$ cat config.mk
export PLATFORM = sky130hd
export DESIGN_NAME = video_cfg_ctrl_flat
export DESIGN_NICKNAME = d
export VERILOG_FILES = /design/src/rtl/video_cfg_ctrl_if.sv /design/src/rtl/video_cfg_ctrl.sv /design/src/flat_wrapper.sv
export SDC_FILE = /design/constraint.sdc
export NUM_CORES = 1
export LEC_CHECK = 0
export ABC_AREA = 1
export BUFFER_PORTS_ARGS = -buffer_cell sky130_fd_sc_hd__buf_2
export CAP_MARGIN = 10
export CORE_MARGIN = 2
export CORE_UTILIZATION = 25
export DETAILED_ROUTE_END_ITERATION = 8
export GPL_TIMING_DRIVEN = 1
export PLACE_DENSITY_LB_ADDON = 0.15
export SLEW_MARGIN = 20
export SYNTH_ARGS = -nofsm -noshare
export SYNTH_HDL_FRONTEND = slang
export SYNTH_SLANG_ARGS = --single-unit
$ cat constraint.sdc
create_clock -name clk -period 1.85 [get_ports clk]
set_input_delay 0.37 -clock clk [delete_from_list [all_inputs] [get_ports clk]]
set_output_delay 0.37 -clock clk [all_outputs]
set_load 0.005 [all_outputs]
$ cat src/rtl/video_cfg_ctrl_if.sv
// MCU byte link into the controller and the forwarded byte stream out to the OSD overlay.
interface video_cfg_ctrl_if;
  logic       mcu_start;
  logic       mcu_strobe;
  logic [7:0] mcu_data;
  logic       osd_start;
  logic       osd_strobe;
  logic [7:0] osd_data;

  modport master (
    output mcu_start, mcu_strobe, mcu_data,
    input  osd_start, osd_strobe, osd_data
  );

  modport slave (
    input  mcu_start, mcu_strobe, mcu_data,
    output osd_start, osd_strobe, osd_data
  );
endinterface

$ cat src/rtl/video_cfg_ctrl.sv
// MCU transfer demux: OSD bytes are forwarded, config bytes are shadowed and
// committed at vsync (or by watchdog when video is stopped).
module video_cfg_ctrl #(
  parameter int unsigned COMMIT_TIMEOUT = 1048576,
  parameter logic [1:0]  DEF_SCANLINES  = 2'd0,
  parameter logic [1:0]  DEF_VOLUME     = 2'd3,
  parameter logic        DEF_WIDE       = 1'b0
) (
  input  logic                clk,
  input  logic                reset,
  video_cfg_ctrl_if.slave     bus,
  input  logic                vs_in_n,
  output logic [1:0]          system_scanlines,
  output logic [1:0]          system_volume,
  output logic                system_wide_screen,
  output logic                cfg_pending,
  output logic                bad_cmd
);

  localparam int unsigned      WD_W    = $clog2(COMMIT_TIMEOUT) + 1;
  localparam logic [WD_W-1:0]  WD_LAST = WD_W'(COMMIT_TIMEOUT - 1);

  typedef enum logic [2:0] {IDLE, CMD, OSD_FWD, CFG, DISCARD} state_t;

  state_t          state, state_next;
  logic            osd_start_next, osd_strobe_next, bad_next, cfg_load;
  logic [1:0]      shadow_scanlines, shadow_volume;
  logic            shadow_wide;
  logic [WD_W-1:0] wd;
  logic            vs_q, vs_fall, commit;

  assign vs_fall = vs_q & ~vs_in_n;
  // A payload in the same cycle as a commit wins; the commit is deferred.
  assign commit  = cfg_pending & (vs_fall | (wd == WD_LAST)) & ~cfg_load;

  always_ff @(posedge clk) begin
    if (reset) state <= IDLE;
    else       state <= state_next;
  end

  always_comb begin
    state_next      = state;
    osd_start_next  = 1'b0;
    osd_strobe_next = 1'b0;
    bad_next        = 1'b0;
    cfg_load        = 1'b0;
    if (bus.mcu_start) begin
      state_next = CMD;
    end else if (bus.mcu_strobe) begin
      case (state)
        CMD: begin
          case (bus.mcu_data)
            8'h01: state_next = CFG;
            8'h02: begin
              state_next     = OSD_FWD;
              osd_start_next = 1'b1;
            end
            default: begin
              state_next = DISCARD;
              bad_next   = 1'b1;
            end
          endcase
        end
        OSD_FWD: osd_strobe_next = 1'b1;
        CFG: begin
          cfg_load   = 1'b1;
          state_next = DISCARD;
        end
        default: ;
      endcase
    end
  end

  always_ff @(posedge clk) begin
    if (reset) begin
      bus.osd_start      <= 1'b0;
      bus.osd_strobe     <= 1'b0;
      bus.osd_data       <= '0;
      bad_cmd            <= 1'b0;
      vs_q               <= 1'b1;
      shadow_scanlines   <= DEF_SCANLINES;
      shadow_volume      <= DEF_VOLUME;
      shadow_wide        <= DEF_WIDE;
      system_scanlines   <= DEF_SCANLINES;
      system_volume      <= DEF_VOLUME;
      system_wide_screen <= DEF_WIDE;
      cfg_pending        <= 1'b0;
      wd                 <= '0;
    end else begin
      bus.osd_start  <= osd_start_next;
      bus.osd_strobe <= osd_strobe_next;
      bad_cmd        <= bad_next;
      vs_q           <= vs_in_n;
      if (osd_strobe_next) bus.osd_data <= bus.mcu_data;

      if (cfg_load) begin
        shadow_scanlines <= bus.mcu_data[1:0];
        shadow_volume    <= bus.mcu_data[3:2];
        shadow_wide      <= bus.mcu_data[4];
        cfg_pending      <= 1'b1;
        wd               <= '0;
      end else if (commit) begin
        system_scanlines   <= shadow_scanlines;
        system_volume      <= shadow_volume;
        system_wide_screen <= shadow_wide;
        cfg_pending        <= 1'b0;
        wd                 <= '0;
      end else if (cfg_pending && wd < WD_LAST) begin
        wd <= wd + WD_W'(1);
      end
    end
  end

endmodule
$ cat src/flat_wrapper.sv
// flat-port wrapper written by rule: the top's interface ports become plain ports
module video_cfg_ctrl_flat 
#(
  parameter int unsigned COMMIT_TIMEOUT = 1048576,
  parameter logic [1:0]  DEF_SCANLINES  = 2'd0,
  parameter logic [1:0]  DEF_VOLUME     = 2'd3,
  parameter logic        DEF_WIDE       = 1'b0
)
  (clk, reset, vs_in_n, system_scanlines, system_volume, system_wide_screen, cfg_pending, bad_cmd, bus_mcu_start, bus_mcu_strobe, bus_mcu_data, bus_osd_start, bus_osd_strobe, bus_osd_data);
  video_cfg_ctrl_if bus_i ();
  input  logic clk;
  input  logic reset;
  input  logic vs_in_n;
  output logic [1:0] system_scanlines;
  output logic [1:0] system_volume;
  output logic system_wide_screen;
  output logic cfg_pending;
  output logic bad_cmd;
  input wire logic [$bits(bus_i.mcu_start)-1:0] bus_mcu_start;
  input wire logic [$bits(bus_i.mcu_strobe)-1:0] bus_mcu_strobe;
  input wire logic [$bits(bus_i.mcu_data)-1:0] bus_mcu_data;
  output wire logic [$bits(bus_i.osd_start)-1:0] bus_osd_start;
  output wire logic [$bits(bus_i.osd_strobe)-1:0] bus_osd_strobe;
  output wire logic [$bits(bus_i.osd_data)-1:0] bus_osd_data;
  assign bus_i.mcu_start = bus_mcu_start;
  assign bus_i.mcu_strobe = bus_mcu_strobe;
  assign bus_i.mcu_data = bus_mcu_data;
  assign bus_osd_start = bus_i.osd_start;
  assign bus_osd_strobe = bus_i.osd_strobe;
  assign bus_osd_data = bus_i.osd_data;
  video_cfg_ctrl #(.COMMIT_TIMEOUT(COMMIT_TIMEOUT), .DEF_SCANLINES(DEF_SCANLINES), .DEF_VOLUME(DEF_VOLUME), .DEF_WIDE(DEF_WIDE)) u_core (.clk(clk), .reset(reset), .bus(bus_i), .vs_in_n(vs_in_n), .system_scanlines(system_scanlines), .system_volume(system_volume), .system_wide_screen(system_wide_screen), .cfg_pending(cfg_pending), .bad_cmd(bad_cmd));
endmodule
==> flow_summary.json <==
{
  "layout_common_cells": "nand2_1 (103), dfxtp_1 (45), nor2_1 (44)",
  "grt_pass1_wl_um": 10100,
  "hp-class": "in2reg",
  "worstMarginPinSlew_ns": 0.445,
  "synth_area_um2": 2490,
  "syn_inst": 355,
  "clock_skew_ns": 0.00642,
  "cp.required_ns": 2.09,
  "antenna_found_initial": 0,
  "cts_made_buffers": 5,
  "rsz0062_at_grt": "false",
  "slowest_delay_ns": 0.37,
  "wl_per_cell_um": 11.4,
  "synth-seq-cells": 47,
  "vias_per_cell": 4.20,
  "fin_tns_setup_ns": 0,
  "max_freq_mhz": 623,
  "timing.final.crit_share": 0.867,
  "postRouteAntennaNets": 0,
  "cp_cell_sequence": "ha_1 -> buf_4 -> nand3_1 -> nor2_1 -> nand3_1 -> xnor2_1 -> nand2_1 -> a21oi_2",
  "yosysTopAreaCellShare": 0.378,
  "h-tree-depth": 2,
  "port_buffers": 29,
  "antennaDiodeCount": 0,
  "synthTopCellsByArea": "dfxtp_1 (38%), nand2_1 (16%), nor2_1 (6.6%)",
  "clkTransAtPathRegs_ns": 0.09,
  "yosysTopAreaCell": "dfxtp_1",
  "end_kind": "register",
  "hpwlAfterDp_um": 4610,
  "placed_cells": 520,
  "yosys_warnings": 0,
  "layout_min_cycle_time_ns": 1.60,
  "drive_above_1_share": 0.211,
  "clk_path_buf_depth": 2,
  "hold_violations": 0,
  "syn_nets": 369,
  "dieArea_um2": 10800,
  "drt-initial-drc-count": 44,
  "route.vias.total": 2230,
  "path_class": "reg2reg",
  "wirelength_um": 6030,
  "track_usage": 0.115,
  "maxCapViolCount": 0,
  "cts_tree": "yes",
  "finalNetCount": 411,
  "synth_cell_types": 31,
  "cp.arrival_ns": 1.85,
  "fp-row-count": 36,
  "finalSetupViolCount": 0,
  "multi_input_area_um2": 1320,
  "grt_max_degree": 17,
  "finalPower_mw": 1.76,
  "grt_pass1_vias": 2174,
  "initial_core_util": 0.256,
  "vdd_ir_drop_max_v": 0.000280,
  "final_common_cell": "nand2_1",
  "stdcell_count": 531,
  "synth_area_per_cell_um2": 7.00,
  "clk_latency_ns": 0.30,
  "slew_violations": 0,
  "crit_top_cell": "nand3_1",
  "slowest_stage": "dfxtp_2",
  "dr.pass1.iters": 4,
  "core_um2": 9730,
  "fp.dieW_um": 104,
  "gp_congestion": 0.802,
  "cts_sinks": 47,
  "cp_max_fo": 5,
  "grt.overflow.total": 0,
  "seqCellArea_um2": 943,
  "dieHeight_um": 104,
  "drc": 0,
  "io_pins": 30,
  "synth_seq_area_share": 0.378,
  "area_delta_synth_final_pct": 18.9,
  "run_status": "finished clean",
  "cellPowerDensity_nw_per_um2": 595,
  "leakage_nw": 1.29,
  "relSlewSlack": 0.703,
  "worst_setup_path_start_kind": "register",
  "cts-root-buf": "clkbuf_8",
  "nFillCells": 1118,
  "hold_ws_ns": 0.272
}
## final timing paths
kind	start	endpoint	slack, ns	depth (start not counted)
max	u_core.wd[1]	u_core.wd[14]	0.25	8
min	vs_in_n	u_core.vs_q	0.27	3
max reg2reg	u_core.wd[1]	u_core.wd[14]	0.25	8
min reg2reg	u_core.system_scanlines[1]	u_core.system_scanlines[1]	0.48	2
## kinds of logic after synthesis
kind of cell / count (synthesis) / synth area share
flip-flops: 47 / 0.378
adder cells (fa/ha/maj): 1 / 0.00503
XOR/XNOR: 10 / 0.0352
AO/OA/AOI/OAI: 38 / 0.0921
AND/OR/NAND/NOR: 208 / 0.398
buffers and inverters: 51 / 0.0916
## sequential cells by signal, summed over array words and instances (netlist names)
name and count:
u_core.shadow_volume 2, u_core.bus.osd_data 8, u_core.shadow_wide 1, u_core.system_volume 2
u_core.cfg_pending 1, u_core.bus.osd_strobe 1, u_core.system_scanlines 2, u_core.system_wide_screen 1
u_core.shadow_scanlines 2, u_core.bad_cmd 1, u_core.state 3, u_core.vs_q 1
u_core.wd 21, u_core.bus.osd_start 1
## synth_stat cells, drive strengths merged
cell    number
o211ai       2
xor2         6
nor3b        1
dfxtp       47
a21oi       18
o21ai       16
nor2        55
nand3       32
clkbuf       3
nand4        6
a21boi       1
nand2      111
buf          5
ha           1
a31oi        1
xnor2        4
nor3         3
inv         43
## area by class of cell
type / count / share of cell area
clock buffers: 6 / 0.0246
clock inverters: 2 / 0.00550
inverters: 43 / 0.0555
flip-flops and latches: 47 / 0.319
repair buffers: 43 / 0.0931
multi-input cells: 257 / 0.446
well taps: 133 / 0.0563
## through the flow
| stage | setup WS, ns | util | instance area [um2] |
|---|---|---|---|
| after floorplan | 0.252 | - | 2490 |
| after global placement | 0.170 | 0.291 | 2830 |
| after detailed placement | 0.131 | 0.291 | 2830 |
| after CTS | 0.118 | 0.300 | 2920 |
| after global routing | 0.0908 | 0.304 | 2960 |
| final | 0.245 | 0.304 | 2960 |
## per-layer routing
metal	GRT usage	wire length [um]	up-vias
met1	0.137	2840	996
met2	0.212	2980	33
met3	0.0233	175	4
met5	0	0	-
met4	0.0232	38	0
li1	-	-	1197
## worst max-delay path: cells and delay by family (launching register included)
| kind | cells | cell delay, ns |
|---|---|---|
| xor gates and xnor gates | 1 | 0.17 |
| buffers and inverters | 1 | 0.14 |
| and+or+nand+nor | 4 | 0.57 |
| AOI/OAI and AO/OA | 1 | 0.12 |
| adders and majority gates | 1 | 0.17 |
| DFF | 1 | 0.37 |
## timing repair
action                                  CTS  global route
gates resized for setup                   0             2
setup buffers                             0             3
hold buffers                              0             0
hold endpoints to repair                  0             0
endpoints found under the setup margin    0            10
## where the power goes
| part | switching (mW) | internal [mW] | total [mW] | leakage, nW |
|---|---|---|---|---|
| registers | 0.00381 | 1.02 | 1.02 | 0.380 |
| logic | 0.0535 | 0.0337 | 0.0871 | 0.863 |
| clock network | 0.378 | 0.272 | 0.650 | 0.0418 |
No activity file was read; power rests on OpenSTA's default activity.
